==> src/rtl/wb_arb_pkg.sv <==
// Shared types and width helpers for the wishbone master arbiter.
package wb_arb_pkg;

  typedef enum logic {
    IDLE = 1'b0,
    BUS  = 1'b1
  } state_t;

  // Grant index width; a single channel still needs a 1-bit index.
  function automatic int idx_w(input int n);
    return (n > 1) ? $clog2(n) : 1;
  endfunction

  // Timeout counter width; a disabled watchdog keeps a 1-bit counter.
  function automatic int cnt_w(input int t);
    return (t > 0) ? $clog2(t + 1) : 1;
  endfunction

endpackage

==> src/rtl/wb_master_arb_rr_arbiter.sv <==
// Combinational round-robin picker: first requesting index after `last`, wrapping.
module rr_arbiter
  import wb_arb_pkg::*;
#(
  parameter int N  = 2,
  parameter int IW = idx_w(N)
) (
  input  logic [N-1:0]  req,
  input  logic [IW-1:0] last,
  output logic [IW-1:0] gnt,
  output logic          vld
);

  int best_d;

  // Distance 0 is the channel right after `last`; smallest distance wins.
  always_comb begin
    best_d = N;
    gnt    = '0;
    for (int c = 0; c < N; c++) begin
      if (req[c] && (((c - int'(last) + N - 1) % N) < best_d)) begin
        best_d = (c - int'(last) + N - 1) % N;
        gnt    = IW'(c);
      end
    end
    vld = |req;
  end

endmodule

==> src/rtl/wb_master_arb.sv <==
// N-channel wishbone master front-end: round-robin grant, one bus cycle at a
// time, registered ack/err pulses back to the owning channel, timeout watchdog.
module wb_master_arb
  import wb_arb_pkg::*;
#(
  parameter int N_CH       = 2,
  parameter int DATA_WIDTH = 32,
  parameter int ADR_WIDTH  = 30,
  parameter int SEL_WIDTH  = DATA_WIDTH / 8,
  parameter int TIMEOUT    = 255
) (
  input  logic                      i_clk,
  input  logic                      i_arst,
  input  logic [N_CH-1:0]           i_req,
  input  logic [N_CH-1:0]           i_we,
  input  logic [N_CH*SEL_WIDTH-1:0] i_sel,
  input  logic [N_CH*ADR_WIDTH-1:0] i_adr,
  input  logic [N_CH*DATA_WIDTH-1:0] i_din,
  output logic [DATA_WIDTH-1:0]     o_dout,
  output logic [N_CH-1:0]           o_ack,
  output logic [N_CH-1:0]           o_err,
  output logic                      o_wb_cyc,
  output logic                      o_wb_stb,
  output logic                      o_wb_we,
  output logic [SEL_WIDTH-1:0]      o_wb_sel,
  output logic [ADR_WIDTH+1:0]      o_wb_adr,
  output logic [DATA_WIDTH-1:0]     o_wb_dat,
  input  logic [DATA_WIDTH-1:0]     i_wb_dat,
  input  logic                      i_wb_ack,
  input  logic                      i_wb_err
);

  localparam int IW = idx_w(N_CH);
  localparam int TW = cnt_w(TIMEOUT);

  state_t          state, state_nxt;
  logic [IW-1:0]   last, gnt, arb_gnt;
  logic            arb_vld;
  logic [TW-1:0]   cnt;
  logic [N_CH-1:0] elig, ack_vec, err_vec;
  logic            do_grant, do_ack, do_err, tmo_hit;

  logic                  m_we;
  logic [SEL_WIDTH-1:0]  m_sel;
  logic [ADR_WIDTH-1:0]  m_adr;
  logic [DATA_WIDTH-1:0] m_din;

  // Masking the channel still holding its pulse stops a re-issue while it drops req.
  assign elig    = i_req & ~(o_ack | o_err);
  assign tmo_hit = (TIMEOUT != 0) && (cnt == TW'(TIMEOUT - 1));

  rr_arbiter #(.N(N_CH), .IW(IW)) u_arb (
    .req  (elig),
    .last (last),
    .gnt  (arb_gnt),
    .vld  (arb_vld)
  );

  always_comb begin
    m_we  = 1'b0;
    m_sel = '0;
    m_adr = '0;
    m_din = '0;
    for (int c = 0; c < N_CH; c++) begin
      if (arb_gnt == IW'(c)) begin
        m_we  = i_we[c];
        m_sel = i_sel[c*SEL_WIDTH +: SEL_WIDTH];
        m_adr = i_adr[c*ADR_WIDTH +: ADR_WIDTH];
        m_din = i_din[c*DATA_WIDTH +: DATA_WIDTH];
      end
    end
  end

  always_ff @(posedge i_clk or posedge i_arst) begin
    if (i_arst) state <= IDLE;
    else        state <= state_nxt;
  end

  always_comb begin
    state_nxt = state;
    case (state)
      IDLE:    if (arb_vld) state_nxt = BUS;
      BUS:     if (do_ack || do_err) state_nxt = IDLE;
      default: state_nxt = IDLE;
    endcase
  end

  // Error beats ack; the watchdog only fires when the slave stays silent.
  always_comb begin
    do_grant = 1'b0;
    do_ack   = 1'b0;
    do_err   = 1'b0;
    case (state)
      IDLE: do_grant = arb_vld;
      BUS: begin
        do_err = i_wb_err | (tmo_hit & ~i_wb_ack);
        do_ack = i_wb_ack & ~i_wb_err;
      end
      default: ;
    endcase
    for (int c = 0; c < N_CH; c++) begin
      ack_vec[c] = do_ack && (gnt == IW'(c));
      err_vec[c] = do_err && (gnt == IW'(c));
    end
  end

  always_ff @(posedge i_clk or posedge i_arst) begin
    if (i_arst) begin
      last     <= IW'(N_CH - 1);
      gnt      <= '0;
      cnt      <= '0;
      o_dout   <= '0;
      o_ack    <= '0;
      o_err    <= '0;
      o_wb_cyc <= 1'b0;
      o_wb_stb <= 1'b0;
      o_wb_we  <= 1'b0;
      o_wb_sel <= '0;
      o_wb_adr <= '0;
      o_wb_dat <= '0;
    end else begin
      o_ack <= ack_vec;
      o_err <= err_vec;
      if (do_grant) begin
        gnt      <= arb_gnt;
        last     <= arb_gnt;
        cnt      <= '0;
        o_wb_cyc <= 1'b1;
        o_wb_stb <= 1'b1;
        o_wb_we  <= m_we;
        o_wb_sel <= m_sel;
        o_wb_adr <= {m_adr, 2'b00};
        o_wb_dat <= m_din;
      end else if (state == BUS) begin
        cnt <= cnt + TW'(1);
        if (do_err || do_ack) begin
          o_wb_cyc <= 1'b0;
          o_wb_stb <= 1'b0;
          o_dout   <= do_err ? '0 : i_wb_dat;
        end
      end
    end
  end

endmodule

==> config.mk <==
export PLATFORM = sky130hd
export DESIGN_NAME = wb_master_arb
export DESIGN_NICKNAME = d
export VERILOG_FILES = /design/src/rtl/wb_arb_pkg.sv /design/src/rtl/wb_master_arb_rr_arbiter.sv /design/src/rtl/wb_master_arb.sv
export SDC_FILE = /design/constraint.sdc
export NUM_CORES = 1
export LEC_CHECK = 0
export ABC_AREA = 1
export CAP_MARGIN = 0
export CELL_PAD_IN_SITES_DETAIL_PLACEMENT = 0
export CELL_PAD_IN_SITES_GLOBAL_PLACEMENT = 1
export CORE_ASPECT_RATIO = 2
export CORE_MARGIN = 4
export CORE_UTILIZATION = 25
export CTS_BUF_LIST = sky130_fd_sc_hd__clkbuf_8
export CTS_CLUSTER_SIZE = 14
export DETAILED_ROUTE_END_ITERATION = 10
export GPL_TIMING_DRIVEN = 0
export PLACE_DENSITY = 0.76
export SYNTH_ARGS = -nofsm -noshare
export SYNTH_HDL_FRONTEND = slang
export SYNTH_HIERARCHICAL = 1
export SYNTH_SLANG_ARGS = --single-unit
==> constraint.sdc <==
create_clock -name i_clk -period 3.4 [get_ports i_clk]
set_clock_uncertainty 0.05 [all_clocks]
set_input_delay 0.34 -clock i_clk [delete_from_list [all_inputs] [get_ports i_clk]]
set_output_delay 0.34 -clock i_clk [all_outputs]
set_load 0.005 [all_outputs]
==> out/results.ini <==
[status]
outcome = completed

[grt]
grt_antenna_before_repair = 0
grt_pass1_vias = 5541
grt.overflow.total = 0
grt.total_usage_pct = 16.5
grt_max_degree = 39
grt_pass1_wl_um = 30700

[power]
p_leak_nw = 3.91
total_power_mw = 6.28
cellPowerDensity_nw_per_um2 = 705
ir_drop_uv = 397

[sta]
finalSetupTns_ns = 0
post-route-min-period_ns = 2.77
finalHoldViolCount = 0
setup_viol = 0
max_freq_mhz = 361
slew_headroom_pct = 36.9
worst_slack_ns = 0.628
tightestPinTransition_ns = 0.946
min_period_over_period_pct = 81.5
slew_violations = 0
rsz0062_at_grt = false

[critical_path]
crit_chain = nor3b_1, inv_1, a21oi_1, buf_2, clkbuf_1, o21ai_0, o21ai_0
cpPeakStageDelay_ns = 0.73
crit_path_max_fanout = 10
cp.required_ns = 3.71
critical_path_arrival_ns = 3.09
path_class = reg -> reg
r2r.worst_path.cells = 7
r2r_setup_slack_ns = 0.63
end_kind = register
start_kind = register
crit_top_cell = o21ai_0
slowest_stage = a21oi_1

[placement]
pre_cts_slack_ns = 0.175
io_buffer_count = 276
placedCellCount = 1208
routabilityCongestion = 0.770
place_hpwl_um = 15600
placed_cell_area_um2 = 8480

[clock_network]
htree_levels = 4
postCtsSetupBuffers = 0
cts_resized = 0
cts_num_sinks = 115
clk_pin_slew_ns = 0.08
numCtsBuffers = 17
cts_tree = built
hold_buffers = 0
clockBufferDepth = 2
root_buffer = clkbuf_8
clkLatencyLatePin_ns = 0.44

[drt]
vias = 5290
routed_via_density = 4.26
wl_met3_um = 1000
drt-met1-wl_um = 6920
dr.pass1.iters = 4
wl_met2_um = 11300
finalWirelength_um = 19700
drt_iter0_drc = 179
drc = 0
top_layer_used = met4
post_drt_wl_per_cell_um = 15.9
ant_nets = 0

[logic_synthesis]
yosysWarnings = 6
synth_top_family_by_area = simple AND/OR/NAND/NOR gates
synth_compound_area_share_pct = 17.4
ys_ff_latch = 115
yosys.area.top_type = dfrtp_1
synth_cell_types = 21
syn_area_per_cell_um2 = 8.06
synth-simple-area-share_pct = 18.0
yosysTopAreaCellShare_pct = 53.7
synthAdderAreaFrac_pct = 0.471
synth_mux_area_share_pct = 0
ys_seq_area_share_pct = 54.2
synth_xor_area_share_pct = 0
syn_area_um2 = 5310
ys_top_cells_by_area = dfrtp_1, o21ai_0, nand2_1
postSynthCellCount = 659

[finish]
nets = 1132
final_cell_mix = clkdlybuf4s50_1, o21ai_0, nand2_1
area_delta_synth_final_pct = 67.7
stdcell_area_um2 = 8910
final_common_cell = clkdlybuf4s50_1
final_cells = 1241
layout-drive-gt1-share_pct = 7.42
multi_input_area_um2 = 1910
final.fill_count = 2118
seqCellArea_um2 = 2880

[die]
fp.coreArea_um2 = 20900
rows = 75
start_util_pct = 25.4
ios = 279
die_w_um = 111
design.die.area_um2 = 23800
die_height_um = 214

[run]
maxCapViolCount = 0

[min_path]
hold_class = in -> async

==> worst paths after layout <==
check                         start            to
max reg2reg                o_err[1]  o_wb_adr[18]
min in group i_clk             last          last
min reg2reg                    last          last
max in group asynchronous    i_arst   o_wb_dat[8]
max                        o_err[1]  o_wb_adr[18]
min                          i_arst  o_wb_adr[18]
==> where the power goes <==
group	switching [mW]	internal [mW]
Sequential	0.317	1.90
Clock	0.608	0.793
Combinational	1.22	1.44
Total	2.14	4.14
==> worst max-delay path: cells and delay by family, from the launching register on <==
| family | cells | cell delay (ns) |
|---|---|---|
| buffers and inverters | 3 | 0.86 |
| and+or+nand+nor | 1 | 0.29 |
| DFF | 1 | 0.39 |
| AOI/OAI and AO/OA | 3 | 1.10 |
==> routing by layer <==
layer | vias up | track usage (%)
met4 | 0 | 6.62
met1 | 2427 | 15.9
li1 | 2665 | -
met2 | 175 | 32.9
met5 | - | 0
met3 | 23 | 3.95
==> synthesized netlist by cell type <==
cell type / number
dfstp_2: 1
a21oi_1: 1
buf_2: 8
inv_1: 78
dfrtp_1: 114
buf_4: 10
conb_1: 1
clkbuf_1: 20
nand2_1: 120
o21ai_0: 151
ha_1: 2
o21ai_1: 12
nor3b_1: 2
o21ai_2: 12
nor2_4: 1
nor2_1: 113
or2_1: 1
nand3_4: 1
inv_2: 2
buf_6: 3
nand3_1: 6
==> through the flow <==
| stage | hold WS [ns] | util (%) |
|---|---|---|
| final | 0.247 | 42.6 |
| after global routing | 0.250 | 42.6 |
| after CTS | 0.211 | 42.6 |
| after detailed placement | 0.411 | 40.5 |
| after global placement | 0.402 | 40.2 |
| after floorplan | 0.375 | - |
==> sequential cells by signal (all words and copies together) (netlist names), 2 cells and up <==
register,count
cnt,8
o_ack,2
o_dout,32
o_err,2
o_wb_adr,30
o_wb_dat,32
o_wb_sel,4
==> logic make-up after synthesis <==
family	Yosys count
AO/OA/AOI/OAI	176
adder cells (fa/ha/maj)	2
buffers and inverters	121
flip-flops	115
other	1
AND/OR/NAND/NOR	244
==> area by class of cell <==
type	count	area share, %
flip-flops and latches	115	32.3
repair buffers	279	31.7
multi-input cells	424	21.5
well taps	269	3.78
inverters	80	3.41
clock buffers	17	2.63
plain buffers	41	2.51
clock inverters	15	2.15
diodes	1	0.0281
(Power assumes the default switching activity.)
